### src/rtl/elevator_pkg.sv
// Shared types and helpers for the elevator car subsystem.
package elevator_pkg;

   typedef enum logic [1:0] {
      ST_IDLE,
      ST_MOVING,
      ST_DWELL
   } car_state_e;

   // Width of a floor index; a two-floor building still needs one bit.
   function automatic int floor_w(input int n_floors);
      return (n_floors > 2) ? $clog2(n_floors) : 1;
   endfunction

endpackage

### src/rtl/elevator_dir_select.sv
// Detects outstanding calls above and below the car's current floor.
module elevator_dir_select
   import elevator_pkg::*;
#(
   parameter  int N_FLOORS = 8,
   localparam int FLOOR_W  = floor_w(N_FLOORS)
) (
   input  logic [N_FLOORS-1:0] pending,
   input  logic [FLOOR_W-1:0]  current_floor,
   output logic                ahead_up,
   output logic                ahead_dn
);

   // NOTE: every always_comb output gets a default first so no latch is inferred.
   always_comb begin
      ahead_up = 1'b0;
      ahead_dn = 1'b0;
      for (int i = 0; i < N_FLOORS; i++) begin
         if (pending[i] && (FLOOR_W'(i) > current_floor)) ahead_up = 1'b1;
         if (pending[i] && (FLOOR_W'(i) < current_floor)) ahead_dn = 1'b1;
      end
   end

endmodule

### src/rtl/elevator_dest_scheduler.sv
// Destination scheduler for one elevator car: latches floor calls, picks a
// travel direction, and sequences IDLE / MOVING / DWELL.
module elevator_dest_scheduler
   import elevator_pkg::*;
#(
   parameter  int N_FLOORS     = 8,
   parameter  int DWELL_CYCLES = 4,
   localparam int FLOOR_W      = floor_w(N_FLOORS)
) (
   input  logic                clk,
   input  logic                rst,
   input  logic                req_valid,
   input  logic [FLOOR_W-1:0]  req_floor,
   input  logic [FLOOR_W-1:0]  current_floor,
   input  logic                at_floor,
   output logic [N_FLOORS-1:0] pending,
   output logic                queue_empty,
   output logic                dir_up,
   output logic                move_en,
   output logic                door_open
);

   localparam int               CNT_W      = $clog2(DWELL_CYCLES + 1);
   localparam logic [CNT_W-1:0] DWELL_LOAD = CNT_W'(DWELL_CYCLES);

   car_state_e          state, state_n;
   logic [N_FLOORS-1:0] pending_n, set_mask, clr_mask, req_mask, cur_mask;
   logic [CNT_W-1:0]    cnt, cnt_n;
   logic                dir_n, hit, ahead_up, ahead_dn;

   elevator_dir_select #(.N_FLOORS(N_FLOORS)) u_dir_select (
      .pending       (pending),
      .current_floor (current_floor),
      .ahead_up      (ahead_up),
      .ahead_dn      (ahead_dn)
   );

   // One-hot decodes; out-of-range floor codes simply match no bit.
   always_comb begin
      req_mask = '0;
      cur_mask = '0;
      for (int i = 0; i < N_FLOORS; i++) begin
         req_mask[i] = req_valid && (req_floor == FLOOR_W'(i));
         cur_mask[i] = (current_floor == FLOOR_W'(i));
      end
   end

   assign hit = |(pending & cur_mask);

   always_comb begin
      state_n  = state;
      dir_n    = dir_up;
      cnt_n    = cnt;
      set_mask = req_mask;
      clr_mask = '0;
      unique case (state)
         ST_IDLE: begin
            if (hit) begin
               state_n  = ST_DWELL;
               clr_mask = cur_mask;
               cnt_n    = DWELL_LOAD;
            end else if (|pending) begin
               if (ahead_up && !ahead_dn)      dir_n = 1'b1;
               else if (ahead_dn && !ahead_up) dir_n = 1'b0;
               state_n = ST_MOVING;
            end
         end
         ST_MOVING: begin
            if (at_floor) begin
               if (hit) begin
                  state_n  = ST_DWELL;
                  clr_mask = cur_mask;
                  cnt_n    = DWELL_LOAD;
               end else if (!(dir_up ? ahead_up : ahead_dn)) begin
                  state_n = ST_IDLE;
               end
            end
         end
         ST_DWELL: begin
            // A call for the open floor re-opens the door instead of queueing.
            clr_mask = cur_mask;
            if (|(req_mask & cur_mask)) begin
               cnt_n = DWELL_LOAD;
            end else if (cnt == '0 || cnt == CNT_W'(1)) begin
               state_n = ST_IDLE;
               cnt_n   = '0;
            end else begin
               cnt_n = cnt - CNT_W'(1);
            end
         end
         default: state_n = ST_IDLE;
      endcase
      // Clear wins over a coincident set of the same floor.
      pending_n = (pending | set_mask) & ~clr_mask;
   end

   // NOTE: sequential state uses non-blocking assignments so all flops update together.
   always_ff @(posedge clk) begin
      if (rst) begin
         state       <= ST_IDLE;
         pending     <= '0;
         queue_empty <= 1'b1;
         dir_up      <= 1'b1;
         move_en     <= 1'b0;
         door_open   <= 1'b0;
         cnt         <= '0;
      end else begin
         state       <= state_n;
         pending     <= pending_n;
         queue_empty <= ~|pending_n;
         dir_up      <= dir_n;
         move_en     <= (state_n == ST_MOVING);
         door_open   <= (state_n == ST_DWELL);
         cnt         <= cnt_n;
      end
   end

endmodule
### config.mk
export PLATFORM = sky130hd
export DESIGN_NAME = elevator_dest_scheduler
export DESIGN_NICKNAME = d
export VERILOG_FILES = /design/src/rtl/elevator_pkg.sv /design/src/rtl/elevator_dir_select.sv /design/src/rtl/elevator_dest_scheduler.sv
export SDC_FILE = /design/constraint.sdc
export NUM_CORES = 1
export LEC_CHECK = 0
export CAP_MARGIN = 20
export CORE_MARGIN = 3
export CORE_UTILIZATION = 51
export CTS_CLUSTER_DIAMETER = 50
export DETAILED_ROUTE_END_ITERATION = 10
export GPL_ROUTABILITY_DRIVEN = 0
export PLACE_DENSITY = 0.78
export SLEW_MARGIN = 20
export SYNTH_ARGS = -nofsm -noshare
export SYNTH_HDL_FRONTEND = slang
export SYNTH_HIERARCHICAL = 1
export SYNTH_SLANG_ARGS = --single-unit
export TNS_END_PERCENT = 10
### constraint.sdc
create_clock -name clk -period 1.95 [get_ports clk]
set_input_delay 0.195 -clock clk [delete_from_list [all_inputs] [get_ports clk]]
set_output_delay 0.195 -clock clk [all_outputs]
set_load 0.03 [all_outputs]
---- Word level (Yosys, flattened, before mapping) ----
Cells that the tools add are included.
word-level totals
  bits in registers ....................... 17
  latch bits .............................. 0
  RAM bits ................................ 0
  ROM bits ................................ 0
  output and inout port bits .............. 12
  word-level logic and storage cells ...... 127
  memories kept ........................... 0
operators by class
  add/subtract/negate cells ............... 1
  multiply operators ...................... 0
  div/mod/pow operators ................... 0
  magnitude comparators ................... 16
  eq/ne operators ......................... 20
  shift-type cells ........................ 0
  mux-type cells .......................... 35
  bitwise logic cells ..................... 6
  reduce and logical (&&, ||, !) cells .... 42
operators with widths
  kind                count
  $reduce_or 8->1     4
  $logic_and 1x1->1   26
  $and 8x8->8         3
  $eq 3x3->1 const B  8
  $pmux 8 s3          1
  $mux 1              19
  $mux 8              2
  $mux 2              7
  $eq 3x2->1 const B  4
  $gt 3x3->1 const A  4
  $lt 3x3->1 const A  4
  $mux 3              4
  $eq 3x1->1 const B  3
  $logic_not 3->1     3
  $pmux 3 s3          1
  $not 8->8           1
  $or 8x8->8          1
  $gt 1x3->1 const A  2
  $gt 2x3->1 const A  2
  $lt 1x3->1 const A  2
  $lt 2x3->1 const A  2
  $pmux 2 s3          1
  $eq 2x1->1 const B  2
  $eq 2x2->1 const B  2
  10 further kinds    12

---- Depth between registers and ports, before layout ----
  depth after elaboration ................. 16
  depth in mapped cells ................... 10
  depth with buffers taken out ............ 10

---- Hierarchy ----
The synthesis kept the hierarchy.
modules (own cells, without submodules)
  module                   instances  cells an instance  area an instance (µm²)  sequential area each (µm²)
  elevator_dest_scheduler  1          129                1,087.3                 340.3
  elevator_dir_select      1          20                 117.6                   0.0

---- Least setup slack after synthesis ----
Ideal clock, no wire load.
  path kind ............................... reg2reg
  start point ............................. register pending[7]
  end point ............................... register dir_up
  library setup time ...................... 0.117 ns
  arrival ................................. 1.767 ns
  required time ........................... 1.833 ns
  path slack .............................. 0.066 ns
  stages on the path, launching flop included .. 10
  buffers on the path ..................... 0
  cell sequence ........................... dfxtp_1 -> inv_1 -> maj3_2 -> a21oi_2 -> a21o_1 -> ha_1 -> nor2_1 -> nand3_1 -> mux2i_1 -> nand2b_1
on the way
  longest elaborated chain between the ends .. 6
  elaborated cells between the ends (all ways) .. 15
  classes of those cells .................. mux: 3; bitwise: 2; reduce/logical: 10
RTL lines
  element                             line                            text
  from (decl)                         elevator_dest_scheduler.sv:16   output logic [N_FLOORS-1:0] pending,
  from (signal assigned)              elevator_dest_scheduler.sv:109  pending <= pending_n;
  $logic_and 1x1->1 (*)               elevator_dir_select.sv:19       if (pending[i] && (FLOOR_W'(i) > current_floor)) ahead_up = 1'b1;
  $mux 1 (*)                          elevator_dir_select.sv:19
  net ahead_up                        elevator_dest_scheduler.sv:29   logic dir_n, hit, ahead_up, ahead_dn;
  $logic_not 1->1                     elevator_dest_scheduler.sv:64   else if (ahead_dn && !ahead_up) dir_n = 1'b0;
  $logic_and 1x1->1                   elevator_dest_scheduler.sv:64
  $reduce_bool 2->1 (no source line)  --
  $reduce_and 4->1 (no source line)   --
  to (signal assigned)                elevator_dest_scheduler.sv:111  dir_up <= dir_n;
  to (decl)                           elevator_dest_scheduler.sv:18   output logic dir_up,
Mark *: on every way through the listed nets, which the timed path passes. The rest lies on a longest branch.
A chain may end at the register's enable or synchronous reset.

---- Worst setup path in the final report ----
  start point ............................. input port current_floor[2]
  end point ............................... register pending[7]
on the way
  longest elaborated chain between the ends .. 8
  elaborated cells between the ends (all ways) .. 15
  classes of those cells .................. eq/ne: 7; mux: 3; bitwise: 3; reduce/logical: 2
RTL lines
  element                             line                                                          text
  from (decl)                         elevator_dest_scheduler.sv:14                                 input logic [FLOOR_W-1:0] current_floor,
  $eq 3x1->1 (tied with other cells)  elevator_dest_scheduler.sv:44                                 cur_mask[i] = (current_floor == FLOOR_W'(i));
  $and 8x8->8                         elevator_dest_scheduler.sv:48                                 assign hit = |(pending & cur_mask);
  $reduce_or 8->1                     elevator_dest_scheduler.sv:48
  $mux 8                              elevator_dest_scheduler.sv:58, elevator_dest_scheduler.sv:70
  $mux 8                              elevator_dest_scheduler.sv:69                                 if (at_floor) begin
  $pmux 8 s3 (*)                      elevator_dest_scheduler.sv:56                                 unique case (state)
  $not 8->8 (*)                       elevator_dest_scheduler.sv:94                                 pending_n = (pending | set_mask) & ~clr_mask;
  $and 8x8->8 (*)                     elevator_dest_scheduler.sv:94
Mark *: on every way between the ends. The rest lies on a longest branch, timed or not.

==> flow_summary.yaml <==
worst_setup_path:
  required_ns: 2.14
  crit_fanout: 7
  crit-reg2reg-launch: "pending[5]"
  startpoint: "current_floor[2]"
  path_class: "in2reg"
  cp-end-kind: "flip-flop"
  startpoint_type: "primary input"
  worst_ep_arrival_time_ns: 2.03
final_layout:
  final_cell_mix: "nor2_1 (20), clkdlybuf4s50_1 (19), buf_4 (19), dfxtp_1 (13), inv_1 (11)"
  final_common_cell: "nor2_1"
  nNetsFinal: 199
  n_antenna_cell: 0
  nFillCells: 155
  instances_no_fill: 211
  layout-drive-gt1-share_pct: 20.7
  area_delta_synth_final_pct: 32.4
sta:
  relSlewSlack_pct: 56.2
  tightest_slew_ns: 0.656
  rsz0062_at_grt: "no"
  period_minus_slack_ns: 1.84
  setup_tns_ns: 0
  layout_worst_path_cycle_share_pct: 94.5
  whs_ns: 0.516
  skew_ns: 0.00483
  drv_slew: 0
  fmax_mhz: 543
  hold_viol: 0
  final-setup-viol-count: 0
  timing.final.ws_setup_ns: 0.108
hold_path:
  hold_path_class: "reg2reg"
  hp-start: "cnt[1]"
logic_synthesis:
  ys_async_sr_fraction_pct: 0
  netlist-cell-type-count: 45
  yosysWarnings: 6
  synth_seq_cells: 17
  syn_area_per_cell_um2: 8.09
  synthFlopType: "dfxtp_1"
  yosysSeqAreaShare_pct: 28.2
  syn_area_um2: 1200
  synth-edff-count: 0
  synthesis.nets: 163
  synth_cells: 149
clock_tree:
  htree_levels: 1
  numCtsBuffers: 3
  clk_pin_slew_ns: 0.10
  cts.sinks: 17
  insertion_delay_ns: 0.29
  clockBufferDepth: 2
  cts_tree: "yes"
  cts_setup_buffers: 0
  cts_root_buffer: "clkbuf_4"
floorplanning:
  die_area_um2: 2980
  start_util_pct: 57.3
  rows: 16
  die_h_um: 54.6
  coreArea_um2: 2100
  die_w_um: 54.6
  io_pins: 22
routing:
  drt-initial-drc-count: 67
  drt.antenna.violating_nets: 0
  via_per_inst: 6.27
  vias: 1324
  drt_wl_total_mm: 3.49
  first_pass_iters: 4
  drc_errors: 0
  wl_per_cell_um: 16.5
grt:
  globalRouteOverflowTotal: 0
  grt_antenna_before_repair: 0
  grt_pass1_wl_mm: 5.71
  grt.total_usage_pct: 26.4
  grt_max_degree: 18
  grt_pass1_vias: 1305
power:
  power.total_mw: 0.878
  p_per_area_nw_per_um2: 550
  leakage_nw: 0.617
  peakVddDrop_v: 0.000442
placement:
  portBuffers: 21
  dp.cells: 207
  dp_worst_setup_slack_ns: -0.381
  dp.final_hpwl_mm: 2.58
run_status:
  outcome: "complete, no violations"
job:
  drv_cap: 0
-- power breakdown --
part	internal, mW	switching [mW]
Combinational	0.138	0.156
Clock	0.0763	0.117
Sequential	0.369	0.0222
Total	0.583	0.295
-- layer usage --
metal / wire (um) / GRT usage, % / vias to the layer above / share of wire, %
met2: 1700 / 42.9 / 74 / 49
met4: 51 / 13.3 / 0 / 1.5
met5: 0 / 0 / - / 0
met3: 300 / 4.63 / 8 / 8.6
li1: - / - / 624 / -
met1: 1430 / 33.1 / 618 / 41
-- final timing paths --
kind,to,slack (ns),cells after the start
worst min register to register,cnt[1],0.52,2
worst max register to register,pending[7],0.12,5
worst min-delay path,cnt[1],0.52,2
worst max-delay path,pending[7],0.11,6
-- per-stage QoR --
step                      cell area (um2)  utilization [%]
final                                1600             75.9
after floorplan                      1200                -
after global placement               1550             73.8
after detailed placement             1550             73.8
after global routing                 1600             75.9
after CTS                            1580             75.0
-- synth_stat cells, drive strengths merged (2+ instances only) --
cell | n | area share (%)
a211oi | 3 | 1.9
a21boi | 2 | 1.2
a21o | 2 | 1.2
a21oi | 10 | 4.8
a22oi | 2 | 1.2
a2bb2oi | 2 | 1.5
a311oi | 6 | 4.4
a31oi | 2 | 1.0
a41oi | 4 | 2.9
buf | 2 | 1.2
clkbuf | 7 | 2.2
dfxtp | 17 | 28
ha | 4 | 4.2
inv | 11 | 3.4
mux2 | 2 | 1.9
mux2i | 3 | 3.5
mux4 | 2 | 3.7
nand2 | 8 | 2.5
nand2b | 2 | 1.0
nand3 | 3 | 1.2
nor2 | 20 | 6.2
nor2b | 2 | 1.0
nor3 | 8 | 3.3
o21ai | 5 | 2.1
o31ai | 2 | 1.2
xnor2 | 3 | 2.2
-- final cells by class --
| class | count | area, um2 | share of cell area, % |
|---|---|---|---|
| repair buffers | 40 | 354 | 22.2 |
| inverters | 11 | 41.3 | 2.59 |
| well taps | 27 | 33.8 | 2.12 |
| multi-input cells | 112 | 793 | 49.7 |
| clock inverters | 1 | 5.00 | 0.314 |
| flip-flops and latches | 17 | 345 | 21.6 |
| clock buffers | 3 | 22.5 | 1.41 |
-- flip-flops by register name (all words and copies together) (netlist names) --
signal,cells
pending,8
cnt,3
state,2
dir_up,1
door_open,1
move_en,1
queue_empty,1
-- logic make-up (layout without fill, tap and decap cells) --
kind of cell	after synthesis	in the layout	synth area share (%)
muxes	7	7	9.14
xor gates and xnor gates	3	3	2.18
and+or+nand+nor	50	50	20.0
AOI/OAI and AO/OA	47	47	28.5
DFF	17	17	28.2
buffers and inverters	20	55	6.85
adders and majority gates	5	5	5.09
-- worst max-delay path, cell delays in order --
cell and delay (ns):
clkdlybuf4s50_1 0.63, mux4_2 0.39, mux2i_4 0.21, a21oi_2 0.12, and2_4 0.20, a311oi_2 0.28
-- timing repair --
item	4_1_cts	5_1_grt
hold endpoints to repair	0	0
endpoints found under the setup margin	4	4
gates resized for setup	1	7
hold buffers	0	0
Note: power is estimated with default switching activity, not from simulation.
